**config.mk**
```make
export PLATFORM = sky130hd
export DESIGN_NAME = fabric_copy_engine
export DESIGN_NICKNAME = d
export VERILOG_FILES = /design/src/rtl/fabric_copy_engine.sv
export SDC_FILE = /design/constraint.sdc
export NUM_CORES = 1
export LEC_CHECK = 0
export CORE_MARGIN = 4
export CORE_UTILIZATION = 58
export CTS_CLUSTER_SIZE = 14
export DETAILED_ROUTE_END_ITERATION = 10
export DONT_BUFFER_PORTS = 1
export GPL_TIMING_DRIVEN = 0
export MAX_ROUTING_LAYER = met4
export PLACE_DENSITY = 0.76
export SKIP_LAST_GASP = 1
export SLEW_MARGIN = 10
export SYNTH_ARGS = -nofsm -noshare
export SYNTH_HDL_FRONTEND = slang
export SYNTH_SLANG_ARGS = --single-unit
export TNS_END_PERCENT = 30
```
**constraint.sdc**
```tcl
create_clock -name clk -period 1.9 [get_ports clk]
set_input_delay 0.285 -clock clk [delete_from_list [all_inputs] [get_ports clk]]
set_output_delay 0.285 -clock clk [all_outputs]
set_load 0.03 [all_outputs]
```
**src/rtl/fabric_copy_engine.sv**
```systemverilog
// rtl/fabric_copy_engine.sv - single-outstanding fabric master copying LEN words from SRC to DST
package carbon_arch_pkg;
    localparam int         CARBON_FABRIC_ATTR_WIDTH_BITS = 4;
    localparam logic [7:0] CARBON_FABRIC_XACT_READ       = 8'h01;
    localparam logic [7:0] CARBON_FABRIC_XACT_WRITE      = 8'h02;
    localparam logic [7:0] CARBON_FABRIC_RESP_OK         = 8'h00;
    localparam logic [7:0] CARBON_FABRIC_RESP_SLAVE_ERR  = 8'h01;
    localparam logic [7:0] CARBON_FABRIC_RESP_DECODE_ERR = 8'h02;
endpackage

module fabric_copy_engine #(
    parameter int              ADDR_W  = 32,
    parameter int              DATA_W  = 32,
    parameter int              ID_W    = 4,
    parameter int              OP_W    = 8,
    parameter int              SIZE_W  = 3,
    parameter int              ATTR_W  = carbon_arch_pkg::CARBON_FABRIC_ATTR_WIDTH_BITS,
    parameter int              CODE_W  = 8,
    parameter int              LEN_W   = 16,
    parameter logic [ID_W-1:0] XACT_ID = '0
) (
    input  logic                clk,
    input  logic                rst,
    input  logic                start,
    input  logic [ADDR_W-1:0]   src_addr,
    input  logic [ADDR_W-1:0]   dst_addr,
    input  logic [LEN_W-1:0]    len_words,
    output logic                busy,
    output logic                done,
    output logic                err,
    output logic [CODE_W-1:0]   err_code,
    output logic [LEN_W-1:0]    words_done,
    output logic                req_valid,
    input  logic                req_ready,
    output logic [OP_W-1:0]     req_op,
    output logic [ADDR_W-1:0]   req_addr,
    output logic [ID_W-1:0]     req_id,
    output logic [SIZE_W-1:0]   req_size,
    output logic [ATTR_W-1:0]   req_attr,
    output logic [DATA_W-1:0]   req_wdata,
    output logic [DATA_W/8-1:0] req_wstrb,
    input  logic                rsp_valid,
    output logic                rsp_ready,
    input  logic [ID_W-1:0]     rsp_id,
    input  logic [CODE_W-1:0]   rsp_code,
    input  logic [DATA_W-1:0]   rsp_rdata
);
    localparam int                BYTES     = DATA_W / 8;
    localparam logic [ADDR_W-1:0] STEP      = ADDR_W'(BYTES);
    localparam logic [OP_W-1:0]   OP_READ   = OP_W'(carbon_arch_pkg::CARBON_FABRIC_XACT_READ);
    localparam logic [OP_W-1:0]   OP_WRITE  = OP_W'(carbon_arch_pkg::CARBON_FABRIC_XACT_WRITE);
    localparam logic [CODE_W-1:0] CODE_OK   = CODE_W'(carbon_arch_pkg::CARBON_FABRIC_RESP_OK);
    localparam logic [CODE_W-1:0] CODE_BADID = {CODE_W{1'b1}};

    typedef enum logic [2:0] {IDLE, RD_REQ, RD_RSP, WR_REQ, WR_RSP, FIN} state_t;

    state_t              state_q, state_d;
    logic [ADDR_W-1:0]   src_q, dst_q;
    logic [LEN_W-1:0]    rem_q;
    logic [DATA_W-1:0]   data_q;
    logic                rsp_good;

    // A response is good only if it reports OK and carries our transaction ID
    assign rsp_good = (rsp_code == CODE_OK) && (rsp_id == XACT_ID);

    assign req_id   = XACT_ID;
    assign req_size = SIZE_W'($clog2(BYTES));
    assign req_attr = '0;

    // State register; reset aborts any transfer immediately
    always_ff @(posedge clk) begin
        if (rst) begin
            state_q <= IDLE;
        end else begin
            state_q <= state_d;
        end
    end

    // Next-state and request/response handshake outputs
    always_comb begin
        state_d   = state_q;
        req_valid = 1'b0;
        req_op    = '0;
        req_addr  = '0;
        req_wdata = '0;
        req_wstrb = '0;
        rsp_ready = 1'b0;
        busy      = 1'b0;
        done      = 1'b0;
        case (state_q)
            IDLE: begin
                rsp_ready = 1'b1;
                if (start) begin
                    state_d = (len_words == '0) ? FIN : RD_REQ;
                end
            end
            RD_REQ: begin
                busy      = 1'b1;
                req_valid = 1'b1;
                req_op    = OP_READ;
                req_addr  = src_q;
                if (req_ready) begin
                    state_d = RD_RSP;
                end
            end
            RD_RSP: begin
                busy      = 1'b1;
                rsp_ready = 1'b1;
                if (rsp_valid) begin
                    state_d = rsp_good ? WR_REQ : FIN;
                end
            end
            WR_REQ: begin
                busy      = 1'b1;
                req_valid = 1'b1;
                req_op    = OP_WRITE;
                req_addr  = dst_q;
                req_wdata = data_q;
                req_wstrb = '1;
                if (req_ready) begin
                    state_d = WR_RSP;
                end
            end
            WR_RSP: begin
                busy      = 1'b1;
                rsp_ready = 1'b1;
                if (rsp_valid) begin
                    if (!rsp_good || rem_q == LEN_W'(1)) begin
                        state_d = FIN;
                    end else begin
                        state_d = RD_REQ;
                    end
                end
            end
            FIN: begin
                done    = 1'b1;
                state_d = IDLE;
            end
            default: state_d = IDLE;
        endcase
    end

    // Operand latching, read-data capture, progress counting and error capture
    always_ff @(posedge clk) begin
        if (rst) begin
            src_q      <= '0;
            dst_q      <= '0;
            rem_q      <= '0;
            data_q     <= '0;
            err        <= 1'b0;
            err_code   <= '0;
            words_done <= '0;
        end else begin
            case (state_q)
                IDLE: begin
                    if (start) begin
                        err        <= 1'b0;
                        words_done <= '0;
                        if (len_words != '0) begin
                            src_q    <= src_addr;
                            dst_q    <= dst_addr;
                            rem_q    <= len_words;
                            err_code <= '0;
                        end
                    end
                end
                RD_RSP: begin
                    if (rsp_valid) begin
                        data_q <= rsp_rdata;
                        if (!rsp_good) begin
                            err      <= 1'b1;
                            err_code <= (rsp_code != CODE_OK) ? rsp_code : CODE_BADID;
                        end
                    end
                end
                WR_RSP: begin
                    if (rsp_valid) begin
                        if (rsp_good) begin
                            words_done <= words_done + LEN_W'(1);
                            src_q      <= src_q + STEP;
                            dst_q      <= dst_q + STEP;
                            rem_q      <= rem_q - LEN_W'(1);
                        end else begin
                            err      <= 1'b1;
                            err_code <= (rsp_code != CODE_OK) ? rsp_code : CODE_BADID;
                        end
                    end
                end
                default: ;
            endcase
        end
    end
endmodule
```
* Word level (Yosys, flattened, before mapping)
Cells that the tools add are included.
** Word-level totals
- Register bits after elaboration :: 140
- Latch bits :: 0
- Bits in writable memories :: 0
- Memory bits (read-only) :: 0
- Input bits :: 129
- Logic and storage cells :: 94
- Memories :: 0
** Operators by class
- $add $sub $neg :: 4
- $mul :: 0
- Divide/modulo/power cells :: 0
- Magnitude comparators :: 0
- Equal/unequal tests :: 15
- Shifts and indexed selects :: 0
- Muxes and demuxes :: 46
- Bitwise logic cells :: 0
- Reductions and logical operators :: 21
** Operator list (count)
- 32-bit two-way mux :: 9
- 32-bit case mux with 2 select lines :: 3
- 16-bit two-way mux :: 7
- 32-bit by 3-bit adder with 32-bit output (second input constant) :: 2
- 16-bit case mux with 2 select lines :: 2
- 8-bit two-way mux :: 5
- 3-bit two-way mux :: 8
- 16-bit by 1-bit adder with 16-bit output (second input constant) :: 1
- 16-bit by 1-bit equality test with 1-bit output (second input constant) :: 1
- 16-bit zero test :: 1
- 2-bit inequality test (second input constant) :: 8
- 8-bit case mux with 2 select lines :: 1
- 16-bit nonzero test :: 1
- 16-bit by 1-bit subtractor with 16-bit output (second input constant) :: 1
- 3-bit case mux with 5 select lines :: 1
- 5-bit AND reduction :: 3
- 8-bit zero test :: 1
- 4-bit AND reduction :: 2
- 8-bit nonzero test :: 1
- 1-bit two-way mux :: 7
- 3-bit by 2-bit equality test with 1-bit output (second input constant) :: 2
- 3-bit equality test (second input constant) :: 2
- 4-bit zero test :: 1
- 4-bit two-way mux :: 1
- other kinds (13) :: 15

* Longest topological paths before layout
- Depth after elaboration :: 7
- Mapped depth :: 9

* Worst setup path before layout
OpenSTA, ideal clock, no wires.
- Path kind :: reg2out
- From :: reg state_q[2]
- To :: out req_wstrb[1]
- Data arrival time :: 2.024 ns
- Setup slack :: -0.409 ns
- Stages on the path, launching flop included :: 8
- Buffers on the path :: 4
- Path through :: dfxtp_1 > buf_2 > nand2b_1 > clkbuf_1 > inv_1 > clkbuf_1 > and2_1 > buf_4
** On the way
- Cells in the longest elaborated chain, start to end :: 2
** Ends and longest elaborated chain
- from (decl) :: line 57 : state_t state_q, state_d;
- from (signal assigned) :: line 75 : state_q <= state_d;
- 3-bit by 2-bit equality test with 1-bit output :: line 90 : case (state_q)
- 4-bit two-way mux :: line 90
- to (decl) :: line 41 : output logic [DATA_W/8-1:0] req_wstrb,
Every way passes these cells.

* Final worst setup path
- From :: reg state_q[2]
- To :: reg words_done[10]
** On the way
- Cells in the longest elaborated chain, start to end :: 3
** Ends and longest elaborated chain
- 3-bit equality test / 3-bit zero test (equally long branches) :: line 154 : case (state_q)
- 2-bit inequality test (no line) / 2-bit nonzero test (equally long branches)
- 4-bit AND reduction (no line)
- to (signal assigned) :: line 179 : words_done <= words_done + LEN_W'(1);
- to (decl) :: line 32 : output logic [LEN_W-1:0] words_done,
Several ways; a longest one is shown, not always the timed one.
A chain may end at the register's enable or synchronous reset.

==> results.rst <==
.. list-table::
   :header-rows: 1

   * - Metric
     - Value
   * - Max clock buf depth
     - 2
   * - Maximum fanout along the worst path
     - 8
   * - Via-to-Cell Ratio
     - ~7.1
   * - Area of the core region
     - between 10000 and 15000 um2
   * - GR Overflow Total
     - 0
   * - DR WL/cell
     - 25.6 um
   * - Drt total wl
     - approximately 37000 um
   * - Required time of the critical path
     - around 2.3 ns
   * - Part of the power in registers
     - a little under two fifths
   * - Layout overhead on the synthesized area
     - 40.1%
   * - Reg-to-reg slack, setup
     - -0.29 ns
   * - Final slew viol count
     - 0
   * - Hold path start
     - dst_addr[3]
   * - Port Buffer Count
     - 0
   * - Clock insertion delay at the later pin of the skew report
     - roughly 0.45 ns
   * - # DRC
     - 0
   * - Global Route Usage Sum
     - between 40% and 50%
   * - Worst hold path depth
     - 2
   * - Total clock sinks
     - 140
   * - Critical path class
     - reg -> reg
   * - Data arrival at the endpoint of the critical path
     - around 2.6 ns
   * - Global routing met1 resource utilization
     - around half
   * - Met3 track utilization from global routing
     - between 10% and 20%
   * - Count of cells along the worst register-to-register path
     - 8
   * - Antenna fix cells
     - 0
   * - RR Startpoint
     - state_q[2]
   * - Rows
     - 43
   * - Die H
     - 129 um
   * - Cell count after synthesis
     - 1151
   * - Cell type with the largest total area after synthesis
     - sky130_fd_sc_hd__dfxtp_1
   * - Met2 capacity usage during global routing
     - a little over three fifths
   * - Final period utilization
     - 115%
   * - Max-Cap Viols
     - 0
   * - Maximum vdd drop
     - 0.732 mV
   * - Violations in the final reports
     - setup timing
   * - Final setup TNS
     - -28.81 ns
   * - Detailed placement HPWL
     - around 22000 um
   * - Synth warnings
     - 0
   * - Count of distinct cell types in the synthesized netlist
     - between 60 and 70
   * - Share of flip-flops with an asynchronous set or reset after synthesis
     - 0%
   * - Prevailing post-synth register cell
     - sky130_fd_sc_hd__dfxtp_1
   * - Detailed router's first-iteration violation count
     - 1766
   * - Worst setup SP type
     - register
   * - Net switching component of the power
     - 2.97 mW
   * - Clk_skew
     - approximately 0.018 ns
   * - Final Worst Setup Slack
     - -0.291 ns
   * - Netlist area before placement
     - between 8000 and 9000 um2
   * - Dominant cell by count in the synthesized netlist
     - sky130_fd_sc_hd__nand2_1
   * - Combined flip-flop and latch cell area
     - between 2000 and 3000 um2
   * - Final hold viol count
     - 0
   * - Count of TritonRoute iterations in the first routing pass
     - 9
   * - Maximum number of pins on one net before global-route repair
     - 17
   * - Fraction of power consumed by the clock network
     - roughly 40%
   * - Vias after detailed routing
     - about 10000
   * - Fraction of final layout cells sized beyond drive strength 1
     - between 20% and 30%
   * - Origin of the worst setup path
     - state_q[2]
   * - Most common library cells after synthesis
     - sky130_fd_sc_hd__nand2_1 (180), sky130_fd_sc_hd__dfxtp_1 (140), sky130_fd_sc_hd__a21oi_1 (124)
   * - Outcome
     - finished with violations
   * - Overall power after layout
     - between 9 and 10 mW
   * - Vias in the first global route
     - slightly below 10000
   * - Number of standard cells in the layout, taps in and fillers out
     - roughly 1500
   * - FF-to-FF End
     - words_done[10]
   * - Cells after DPL
     - between 1000 and 1500
   * - Die area
     - between 15000 and 20000 um2
   * - Place WS
     - -0.762 ns
   * - Power density of the placed cells
     - 782 nW/um2
   * - Flip-flop and latch count after synthesis
     - 140
   * - Unrepaired setup endpoints after global routing
     - true
   * - Multi-input gate area in the final layout
     - about 6200 um2
   * - # setup viols final
     - ~180
   * - Cell types occupying the most area after synthesis
     - sky130_fd_sc_hd__dfxtp_1 (33%), sky130_fd_sc_hd__nand2_1 (8.0%), sky130_fd_sc_hd__a21oi_1 (7.3%)
   * - Maximum clock frequency
     - around 460 MHz
   * - Post-synth top area share
     - roughly 33%
   * - Global-route wire length before repair
     - 53200 um
   * - Horizontal die dimension
     - 129 um
   * - Post-CTS clock slew at the launch and capture registers of the worst setup and hold paths
     - roughly 0.070 ns
   * - Final antenna-violating net count
     - 0
   * - Initial Util
     - between 50% and 60%
   * - Leakage
     - 4.20 nW
   * - Clock Tree Root
     - sky130_fd_sc_hd__clkbuf_16
   * - Fraction of power consumed by combinational cells
     - between 20% and 30%
   * - Total clock buffers created by CTS
     - 17
   * - Antenna violations before repair
     - 0
   * - CP endpoint kind
     - register
   * - HP Class
     - in -> reg
   * - Htree depth
     - 4
   * - Count of pins on the block boundary
     - between 200 and 250
   * - TritonCTS clock tree
     - built
   * - Hold-critical path endpoint
     - dst_q[3]
   * - Avg Cell Area, Syn
     - around 7.3 um2
   * - Fill cell total of the finished layout
     - 825
   * - Max-slew headroom
     - a little under two fifths
   * - Post-synth EDFFs
     - 0
   * - Final Wtd Congestion
     - between 1 and 1.5
   * - Number of nets in the finished design
     - approximately 1400
   * - P_int
     - between 6 and 7 mW
   * - Fraction of power spent switching nets
     - about a third
   * - Post-layout minimum cycle time
     - ~2.2 ns
   * - Sequential fraction of the synthesis area
     - around 33%
   * - Top Usage Layer GRT
     - met2
   * - Slew of the pin with the lowest slew margin
     - between 0.9 and 1 ns
-- timing repair --
item                       4_1_cts  5_1_grt
setup endpoints to repair      201      209
hold buffers                    33        0
setup buffers                   30       26
hold endpoints to repair        33        0
pin swaps                       36       25
gates cloned                     7        1
gates resized for setup        288      189
-- power by group through the flow --
stage,Clock [mW],Sequential [mW],Combinational [mW]
floorplan,0,3.33,1.03
global placement,0,3.39,1.35
detailed placement,0,3.39,1.36
CTS,3.63,3.36,1.85
global route,3.76,3.43,2.24
finish,3.69,3.42,2.15
-- cells in the final DEF (no fill, tap or decap), drive strengths merged, types with 17 or more instances in the layout --
master and count:
nand2 180, dfxtp 140, a21oi 124, buf 116
nor2 87, o21ai 85, clkbuf 75, mux2i 46
nand3 39, and3 37, dlygate4sd3 33, nor3 28
nand4 23, nor4 21, and2 20, a31oi 18
conb 17, inv 17
-- per-stage QoR --
stage | hold WS, ns | area (um2) | utilization [%]
after floorplan | 0.421 | 8520 | -
after global placement | 0.423 | 8740 | 62.0
after detailed placement | 0.428 | 8740 | 62.0
after CTS | 0.00189 | 11000 | 78.3
after global routing | 0.0181 | 11800 | 84.0
final | 0.00328 | 11800 | 84.0
-- area by class of cell --
class,instances,area share [%]
timing repair buffer,96,8.12
inverter,17,0.602
tap,180,1.90
sequential,140,24.1
clock buffer,20,3.94
multi-input combinational,894,52.2
buffer,108,7.74
clock inverter,11,1.41
-- critical path, stage by stage (launching register included) --
cell and delay [ns]:
sky130_fd_sc_hd__dfxtp_4 0.36, sky130_fd_sc_hd__buf_12 0.13, sky130_fd_sc_hd__nor3_4 0.33, sky130_fd_sc_hd__nand2_2 0.12
sky130_fd_sc_hd__buf_8 0.16, sky130_fd_sc_hd__a211o_4 0.36, sky130_fd_sc_hd__buf_4 0.16, sky130_fd_sc_hd__or3_1 0.30
sky130_fd_sc_hd__a21oi_1 0.19
-- flip-flops by register name (all words and copies together), names as in the netlist --
| name | count |
|---|---|
| err_code | 8 |
| dst_q | 32 |
| state_q | 3 |
| err | 1 |
| rem_q | 16 |
| data_q | 32 |
| src_q | 32 |
| words_done | 16 |
-- routing by layer --
| layer | share of wire, % | vias up |
|---|---|---|
| li1 | - | 4402 |
| met4 | 7.0 | 0 |
| met3 | 15 | 267 |
| met1 | 35 | 4783 |
| met2 | 43 | 1017 |
| met5 | 0 | - |
-- worst max path at each step --
stage	cells after the start	to
finish	8	words_done[10]
global route	8	words_done[10]
CTS	3	rsp_ready
detailed placement	6	state_q[2]
global placement	5	req_addr[25]
floorplan	5	req_addr[10]
-- logic make-up after synthesis --
group                    share of synthesized area, %
other                                          0.0889
buffers and inverters                            7.23
multiplexers                                     5.58
adder cells (fa/ha/maj)                         0.859
XOR/XNOR                                        0.622
AND/OR/NAND/NOR                                  28.8
flip-flops                                       33.2
AO/OA/AOI/OAI                                    23.6
No activity file was read; power rests on OpenSTA's default activity.
